**src/rtl/pipe_ctrl_pkg.sv**
```systemverilog
// Shared types and constants for the pipeline stall/flush controller.
// Optional multi-cycle divider build is selected with CPU_MULTICYCLE_DIV_EN.
package pipe_ctrl_pkg;

  typedef logic        bit_t;
  typedef logic [31:0] word_t;
  typedef logic [4:0]  regaddr_t;

  typedef enum logic [1:0] {
    DIV_IDLE,
    DIV_BUSY,
    DIV_DONE
  } div_state_t;

  typedef enum logic [1:0] {
    RD_NONE,
    RD_BRANCH,
    RD_TRAP
  } redirect_kind_t;

  typedef struct packed {
    redirect_kind_t kind;
    word_t          pc;
  } redirect_t;

  localparam int DEFAULT_DIV_CYCLES = 32;

endpackage

```
**src/rtl/pipe_ctrl_divfsm.sv**
```systemverilog
// Multi-cycle divider occupancy tracker: holds EX for DIV_CYCLES cycles per divide.
// Only instantiated when CPU_MULTICYCLE_DIV_EN is defined.
module pipe_ctrl_divfsm
  import pipe_ctrl_pkg::*;
#(
  parameter int DIV_CYCLES = DEFAULT_DIV_CYCLES
) (
  input  logic clk,
  input  logic rst,
  input  bit_t start,
  input  bit_t dmem_busy,
  input  bit_t abort,
  output bit_t busy,
  output bit_t done
);

  localparam int            CW   = $clog2(DIV_CYCLES);
  localparam logic [CW-1:0] LOAD = CW'(DIV_CYCLES - 2);

  div_state_t    state, state_next;
  logic [CW-1:0] count, count_next;

  // NOTE: sequential state uses non-blocking assignments so every register
  // samples the pre-edge values regardless of process ordering.
  always_ff @(posedge clk or posedge rst) begin
    if (rst) begin
      state <= DIV_IDLE;
      count <= '0;
    end else begin
      state <= state_next;
      count <= count_next;
    end
  end

  // NOTE: every variable gets a default at the top of always_comb so that no
  // path leaves it unassigned, which would otherwise infer a latch.
  always_comb begin
    state_next = state;
    count_next = count;
    case (state)
      DIV_IDLE: begin
        if (start && !dmem_busy) begin
          count_next = LOAD;
          state_next = (LOAD == '0) ? DIV_DONE : DIV_BUSY;
        end
      end
      DIV_BUSY: begin
        count_next = count - CW'(1);
        if (count_next == '0) state_next = DIV_DONE;
      end
      DIV_DONE: state_next = DIV_IDLE;
      default:  state_next = DIV_IDLE;
    endcase
    // A trap flushes the divide in EX, whatever the divider was doing.
    if (abort) begin
      state_next = DIV_IDLE;
      count_next = '0;
    end
  end

  assign busy = ((state == DIV_IDLE) && start) || (state == DIV_BUSY);
  assign done = (state == DIV_DONE);

endmodule

```
**src/rtl/pipe_ctrl.sv**
```systemverilog
// Central stall/flush controller for the five-stage pipeline.
// Define CPU_MULTICYCLE_DIV_EN to enable the multi-cycle divider stall.
module pipe_ctrl
  import pipe_ctrl_pkg::*;
#(
  parameter int DIV_CYCLES = DEFAULT_DIV_CYCLES
) (
  input  logic        clk,
  input  logic        rst,
  input  logic        imem_busy,
  input  logic        dmem_busy,
  input  logic [4:0]  id_rs,
  input  logic [4:0]  id_rt,
  input  logic        id_use_rs,
  input  logic        id_use_rt,
  input  logic        ex_is_load,
  input  logic [4:0]  ex_gpr_waddr,
  input  logic        ex_div_start,
  input  logic        ex_branch,
  input  logic [31:0] ex_branch_target,
  input  logic        mem_trap,
  input  logic [31:0] mem_trap_pc,
  output logic        stall_if,
  output logic        stall_id,
  output logic        stall_ex,
  output logic        stall_mem,
  output logic        branch_flag,
  output logic        trap,
  output logic [31:0] redirect_pc,
  output logic        div_busy,
  output logic        div_done
);

  if (DIV_CYCLES < 2) begin : g_div_cycles_check
    $error("pipe_ctrl: DIV_CYCLES must be at least 2");
  end

  bit_t      load_use;
  bit_t      trap_avail, br_avail;
  word_t     trap_pc, br_pc;
  redirect_t pend_q, pend_d;

`ifdef CPU_MULTICYCLE_DIV_EN
  pipe_ctrl_divfsm #(.DIV_CYCLES(DIV_CYCLES)) u_divfsm (
    .clk       (clk),
    .rst       (rst),
    .start     (ex_div_start),
    .dmem_busy (dmem_busy),
    .abort     (trap),
    .busy      (div_busy),
    .done      (div_done)
  );
`else
  assign div_busy = 1'b0;
  assign div_done = ex_div_start && !rst;
`endif

  assign load_use = ex_is_load && (ex_gpr_waddr != '0) &&
                    ((id_use_rs && (id_rs == ex_gpr_waddr)) ||
                     (id_use_rt && (id_rt == ex_gpr_waddr)));

  assign stall_mem = dmem_busy;
  assign stall_ex  = stall_mem || div_busy;
  assign stall_id  = stall_ex || load_use;
  assign stall_if  = stall_id || imem_busy;

  // A live request is newer than anything pending, so it supplies the pc.
  assign trap_avail = mem_trap || (pend_q.kind == RD_TRAP);
  assign trap_pc    = mem_trap ? mem_trap_pc : pend_q.pc;
  assign br_avail   = ex_branch || (pend_q.kind == RD_BRANCH);
  assign br_pc      = ex_branch ? ex_branch_target : pend_q.pc;

  // A trap flushes EX, so only a MEM wait (not the divider) can hold it back.
  always_comb begin
    trap        = !rst && trap_avail && !dmem_busy;
    branch_flag = !rst && br_avail && !trap_avail && !stall_ex;
    redirect_pc = '0;
    if (trap)             redirect_pc = trap_pc;
    else if (branch_flag) redirect_pc = br_pc;
  end

  always_comb begin
    pend_d = pend_q;
    if (trap || branch_flag) begin
      pend_d = '{kind: RD_NONE, pc: '0};
    end else if (mem_trap) begin
      pend_d = '{kind: RD_TRAP, pc: mem_trap_pc};
    end else if (ex_branch && (pend_q.kind != RD_TRAP)) begin
      pend_d = '{kind: RD_BRANCH, pc: ex_branch_target};
    end
  end

  always_ff @(posedge clk or posedge rst) begin
    if (rst) pend_q <= '{kind: RD_NONE, pc: '0};
    else     pend_q <= pend_d;
  end

endmodule

```
**config.mk**
```make
export PLATFORM = sky130hd
export DESIGN_NAME = pipe_ctrl
export DESIGN_NICKNAME = d
export VERILOG_FILES = /design/src/rtl/pipe_ctrl_pkg.sv /design/src/rtl/pipe_ctrl_divfsm.sv /design/src/rtl/pipe_ctrl.sv
export SDC_FILE = /design/constraint.sdc
export NUM_CORES = 1
export LEC_CHECK = 0
export BUFFER_PORTS_ARGS = -buffer_cell sky130_fd_sc_hd__buf_4
export CAP_MARGIN = 40
export CELL_PAD_IN_SITES_DETAIL_PLACEMENT = 0
export CELL_PAD_IN_SITES_GLOBAL_PLACEMENT = 2
export CORE_MARGIN = 10
export CORE_UTILIZATION = 31
export CTS_BUF_LIST = sky130_fd_sc_hd__clkbuf_2
export DETAILED_ROUTE_END_ITERATION = 7
export PLACE_DENSITY_LB_ADDON = 0.2
export RECOVER_POWER = 50
export REMOVE_ABC_BUFFERS = 1
export SLEW_MARGIN = 15
export SYNTH_ARGS = -nofsm -noshare
export SYNTH_HDL_FRONTEND = slang
export SYNTH_HIERARCHICAL = 1
export SYNTH_SLANG_ARGS = --single-unit
```
**constraint.sdc**
```tcl
create_clock -name clk -period 4.4 [get_ports clk]
set_input_delay 0.22 -clock clk [delete_from_list [all_inputs] [get_ports clk]]
set_output_delay 0.22 -clock clk [all_outputs]
set_load 0.01 [all_outputs]
```
==> results of run 1 <==
## kinds of logic after synthesis
| group | Yosys count |
|---|---|
| DFF | 34 |
| other | 1 |
| and+or+nand+nor | 45 |
| xor gates and xnor gates | 11 |
| AOI/OAI and AO/OA | 76 |
| muxes | 64 |
| buffers and inverters | 30 |
## layout make-up
cell class              instances  area (sq um)  share of cell area, %
multi-input cells             197          1742                  46.42
flip-flops and latches         34         850.8                  22.67
well taps                     108         135.1                  3.601
clock buffers                   6         30.03                 0.8003
clock inverters                 2         8.758                 0.2334
inverters                       4         15.01                 0.4001
repair buffers                133         970.9                  25.88
## through the flow
stage	cell area, sq um	std cells	hold WS, ns	worst slack (ns)	util (%)
2_1_floorplan	2638	235	0.2935	1.549	-
3_3_place_gp	3769	475	0.3412	1.743	43.21
3_5_place_dp	3769	475	0.3212	1.750	43.21
4_1_cts	3817	484	0.1955	1.457	43.77
5_1_grt	3752	484	0.2132	0.8322	43.03
6_report	3752	484	0.2205	1.199	43.03
## per-layer routing
layer	up-vias	part of all wire, %
met5	-	0
met4	0	0.53
met3	4	8.0
met2	84	45
met1	1155	47
li1	1203	-
## worst max-delay path, stage by stage
cell and delay (ns):
dlygate4sd3_1 0.53, clkbuf_1 0.13, nor2_1 0.21, o31a_1 0.87, buf_4 0.52, o21a_1 0.18
o221a_2 0.18, buf_4 0.12
## power by group
part / switching [mW] / internal [mW] / leakage, nW / total, mW
clock: 0.101 / 0.0392 / 0.0304 / 0.140
combinational: 0.147 / 0.191 / 1.43 / 0.338
sequential: 0.0294 / 0.358 / 0.416 / 0.387
## cells in the final DEF (no fill, tap or decap), types with 2 or more instances in the layout
cell type and instances:
mux2_1 9, clkbuf_2 6, mux2_2 2, o221a_2 32
nor2_1 35, nor4_1 2, a21oi_1 2, mux2i_1 32
nand2b_1 2, nand2_1 2, o21ai_0 3, o21a_1 32
xor2_1 9, buf_4 124, mux2_4 21, dfrtp_1 34
xnor2_1 2, clkbuf_1 8, inv_1 4
## timing repair
action	in CTS	in global routing
endpoints found under the setup margin	0	0
hold buffers	1	0
hold endpoints to repair	13	0
buffers inserted	0	0
## path summary, 6_finish.rpt
kind / startpoint / slack (ns) / end
min: ex_branch_target[13] / 0.22 / pend_q[13]$_DFFE_PP0P_
max: rst / 1.20 / redirect_pc[28]
max in group asynchronous: rst / 2.50 / pend_q[31]$_DFFE_PP0P_
min in group asynchronous: rst / 0.47 / pend_q[12]$_DFFE_PP0P_
min reg2reg: pend_q[12]$_DFFE_PP0P_ / 0.51 / pend_q[12]$_DFFE_PP0P_
max reg2reg: pend_q[33]$_DFFE_PP0P_ / 1.89 / pend_q[11]$_DFFE_PP0P_
==> impl_metrics.csv, run 1 <==
group,metric,value,unit
global_route,grt_start_max_net_pins,41,
timing,timing.slew.headroom,23.56,%
clock_tree,root_buffer,"clkbuf_2",
logic_synthesis,ys_ff_latch,34,
setup_path,cp.required,4.18,ns
clock_tree,clk_path_buf_depth,2,
drt,remaining_drc_errors,0,
die,dieHeight,114.7,um
timing,min_period,3.201,ns
logic_synthesis,synthMuxAreaShare,28.53,%
power_and_ir_drop,max-vdd-ir-drop,0.08211,mV
logic_synthesis,synth.largest_area_cell,"dfrtp_1",
global_route,overflow,0,
logic_synthesis,synth_common_cells,"nor2_1 (35), dfrtp_1 (34), mux2i_1 (32), o21a_1 (32), o221a_2 (32)",
power_and_ir_drop,fin_total_pwr,0.8656,mW
timing,fin_skew,0.008169,ns
logic_synthesis,synthSimpleGateAreaFrac,6.796,%
drt,drt_iter0_drc,123,
drt,vias,2446,
global_route,grt_pass1_wl,13940,um
die,io_pins,129,
logic_synthesis,synth_edf_count,0,
drt,wl_per_cell,17.84,um
hold_path,hp-class,"in -> reg",
logic_synthesis,syn_inst,261,
logic_synthesis,yosysMostFrequentCell,"nor2_1",
layout,fill_cells,890,
logic_synthesis,synth_top_area_share,30.60,%
global_route,grt-busiest-layer,"met2",
logic_synthesis,synth_area_leaders,"dfrtp_1 (31%), mux2_4 (16%), o221a_2 (13%)",
global_route,use_met1,16.20,%
logic_synthesis,synth-adder-area-share,0,%
layout,area_growth,34.97,%
power_and_ir_drop,power_density,230.7,nW/um^2
flow_run,drv_cap,0,
clock_tree,post_cts_resized,0,
setup_path,startpoint_type,"input pin",
logic_synthesis,ys_seq_area_share,30.60,%
layout,drive_gt1_share,50.00,%
layout,fin_nets,464,
die,start_util,31.88,%
setup_path,cp_max_fo,40,
die,die_x,114.7,um
clock_tree,insertion_delay,0.35,ns
setup_path,worstSetupEndpointType,"output port",
setup_path,worst_ep_arrival_time,2.98,ns
timing,report.final.hold_viol_count,0,
logic_synthesis,ys_types,32,
placed_design,io_buffers,127,
timing,rsz0062_at_grt,"no",
global_route,grt_pass1_vias,2690,
global_route,use_met3,4.769,%
clock_tree,cts_tree,"done",
timing,worst_slew_pin_slew,1.147,ns
placed_design,place_congestion,0.7151,
timing,maxSlewViolCount,0,
layout,diodes,0,
logic_synthesis,synthFlopType,"dfrtp_1",
drt,viasPerCell,5.054,
logic_synthesis,synth-warning-count,6,
hold_path,min_path_cells,4,
power_and_ir_drop,p_leak,1.872,nW
clock_tree,numCtsBuffers,5,
clock_tree,htreeDepth,2,
logic_synthesis,syn_area,2780,sq um
die,core.rowCount,34,
die,core,8721,sq um
logic_synthesis,async_reset_ff_share,100.0,%
logic_synthesis,synth_top_family_by_area,"multiplexers",
global_route,antenna_found_initial,0,
run_status,status,"complete, no violations",
timing,tns,0,ns
setup_path,path_class,"in -> out",
logic_synthesis,synth-xor-area-share,3.465,%
placed_design,post-dp-hpwl,6286,um
global_route,track_usage,12.78,%
layout,regMostFlops,"pend_q",
setup_path,worstRegToRegCells,4,
clock_tree,cts_num_sinks,34,
logic_synthesis,postSynthAreaPerCell,10.65,sq um
clock_tree,clk_pin_slew,0.17,ns
drt,firstDrtPassIters,4,
layout,top_regs,"pend_q x34",
drt,drt-total-wl,8633,um
global_route,use_met2,20.35,%
timing,fmax,312.4,MHz
logic_synthesis,synth_compound_area_share,24.80,%
timing,period_share,72.75,%
drt,postRouteAntennaNets,0,
die,die_area,13160,sq um
layout,largest_reg_flops,34,
timing,setup_viol,0,
No activity file was read; power rests on OpenSTA's default activity.
==> run 2: changes to the inputs <==
--- a/config.mk
+++ b/config.mk
@@ -10,7 +10,7 @@
 export CELL_PAD_IN_SITES_DETAIL_PLACEMENT = 0
 export CELL_PAD_IN_SITES_GLOBAL_PLACEMENT = 2
 export CORE_MARGIN = 10
-export CORE_UTILIZATION = 31
+export CORE_UTILIZATION = 28
 export CTS_BUF_LIST = sky130_fd_sc_hd__clkbuf_2
 export DETAILED_ROUTE_END_ITERATION = 7
 export PLACE_DENSITY_LB_ADDON = 0.2
==> constraint.sdc (replaced) <==
create_clock -name clk -period 3.2 [get_ports clk]
set_input_delay 0.16 -clock clk [delete_from_list [all_inputs] [get_ports clk]]
set_output_delay 0.16 -clock clk [all_outputs]
set_load 0.01 [all_outputs]
==> impl_metrics.csv, run 2 (synthesis gave the netlist of run 1 again) <==
group,metric,value,unit
global_route,grt_pass1_wl,14480,um
clock_tree,insertion_delay,0.36,ns
global_route,grt_pass1_vias,2698,
die,die_area,14310,sq um
layout,largest_reg_flops,34,
setup_path,r2r_slack,0.70,ns
drt,drt-total-wl,8790,um
setup_path,cp_max_fo,14,
power_and_ir_drop,max-vdd-ir-drop,0.1094,mV
clock_tree,numCtsBuffers,5,
layout,final_cells,510,
die,core,9729,sq um
drt,viasPerCell,4.780,
layout,final_cell_mix,"buf_4 (124), nor2_1 (35), dfrtp_1 (34)",
run_status,status,"complete, no violations",
clock_tree,post_cts_resized,0,
timing,tns,0,ns
drt,drt_iter0_drc,111,
power_and_ir_drop,p_leak,1.880,nW
flow_run,drv_cap,0,
timing,report.final.hold_viol_count,0,
die,io_pins,129,
timing,setup_viol,0,
die,dieHeight,119.6,um
placed_design,dpl-instance-area,3820,sq um
drt,wl_per_cell,17.24,um
timing,min_period,2.756,ns
global_route,track_usage,12.14,%
drt,vias,2438,
layout,top_regs,"pend_q x34",
hold_path,hp-class,"in -> reg",
global_route,antenna_found_initial,0,
layout,final_area,3796,sq um
drt,remaining_drc_errors,0,
setup_path,path_class,"in -> out",
timing,maxSlewViolCount,0,
global_route,overflow,0,
layout,diodes,0,
clock_tree,clk_path_buf_depth,2,
timing,fin_skew,0.007662,ns
setup_path,cp.required,3.04,ns
drt,postRouteAntennaNets,0,
placed_design,place_congestion,0.7138,
layout,fin_nets,465,
layout,regMostFlops,"pend_q",
setup_path,worst_ep_arrival_time,2.60,ns
power_and_ir_drop,power_density,315.8,nW/um^2
timing,period_share,86.12,%
layout,drive_gt1_share,50.13,%
clock_tree,root_buffer,"clkbuf_2",
global_route,grt_start_max_net_pins,53,
timing,worst_slew_pin_slew,1.291,ns
die,start_util,28.58,%
placed_design,post-dp-hpwl,6438,um
clock_tree,clk_pin_slew,0.18,ns
setup_path,worstSetupEndpointType,"output port",
drt,firstDrtPassIters,4,
placed_design,post-place-cells,501,
timing,rsz0062_at_grt,"no",
clock_tree,cts_tree,"done",
die,core.rowCount,36,
layout,area_growth,36.54,%
setup_path,startpoint_type,"input pin",
die,die_x,119.6,um
timing,timing.slew.headroom,13.95,%
timing,fmax,362.9,MHz
layout,final_common_cell,"buf_4",
clock_tree,cts_num_sinks,34,
placed_design,io_buffers,127,
clock_tree,htreeDepth,2,
## run 2: path summary, 6_finish.rpt
path | end | depth (start not counted) | start
hold reg to reg | pend_q[4]$_DFFE_PP0P_ | 1 | pend_q[4]$_DFFE_PP0P_
hold / removal | pend_q[11]$_DFFE_PP0P_ | 4 | ex_branch_target[11]
setup reg to reg | pend_q[10]$_DFFE_PP0P_ | 4 | pend_q[33]$_DFFE_PP0P_
min in group asynchronous | pend_q[13]$_DFFE_PP0P_ | 3 | rst
setup / recovery | redirect_pc[9] | 8 | rst
max in group asynchronous | pend_q[17]$_DFFE_PP0P_ | 4 | rst
## run 2: area by class of cell
class                      instances  area [sq um]
clock inverter                     2         8.758
inverter                           4         15.01
clock buffer                       6         30.03
sequential                        34         850.8
multi-input combinational        197          1734
tap                              133         166.4
timing repair buffer             134         991.0
fill                            1046          5933
## run 2: metrics by stage
stage | util, % | total power [mW] | setup slack (ns) | hold slack, ns
6_report | 39.02 | 1.199 | 0.4443 | 0.1531
2_1_floorplan | - | 0.8081 | 0.3488 | 0.2335
3_5_place_dp | 39.26 | 1.037 | 0.8340 | 0.2418
4_1_cts | 39.76 | 1.243 | 0.5231 | 0.1382
3_3_place_gp | 39.26 | 1.037 | 0.8571 | 0.2151
5_1_grt | 39.02 | 1.293 | 0.1942 | 0.1287
## run 2: where the power goes
part	switching, mW	total, mW	internal [mW]	leakage (nW)
clock network	0.146	0.200	0.0539	0.0304
registers	0.0398	0.532	0.492	0.416
logic	0.202	0.467	0.265	1.43
total	0.387	1.20	0.812	1.88
## run 2: per-layer routing
metal	vias to the layer above	share of wire [%]	track usage, %
met1	1146	47	15.47
met2	79	47	19.77
met5	-	0	0
met4	0	0.78	2.941
li1	1206	-	-
met3	7	5.3	3.469
## run 2: critical path: stages
cell	delay, ns
dlygate4sd3_1	0.54
clkbuf_1	0.14
nor2_1	0.20
a21boi_0	0.40
nand2b_1	0.50
buf_4	0.32
o221a_2	0.21
buf_4	0.11
## run 2: timing repair
item / 4_1_cts / 5_1_grt
endpoints found under the setup margin: 0 / 0
buffers inserted: 0 / 0
endpoints found under the hold margin: 11 / 0
hold buffers: 1 / 0
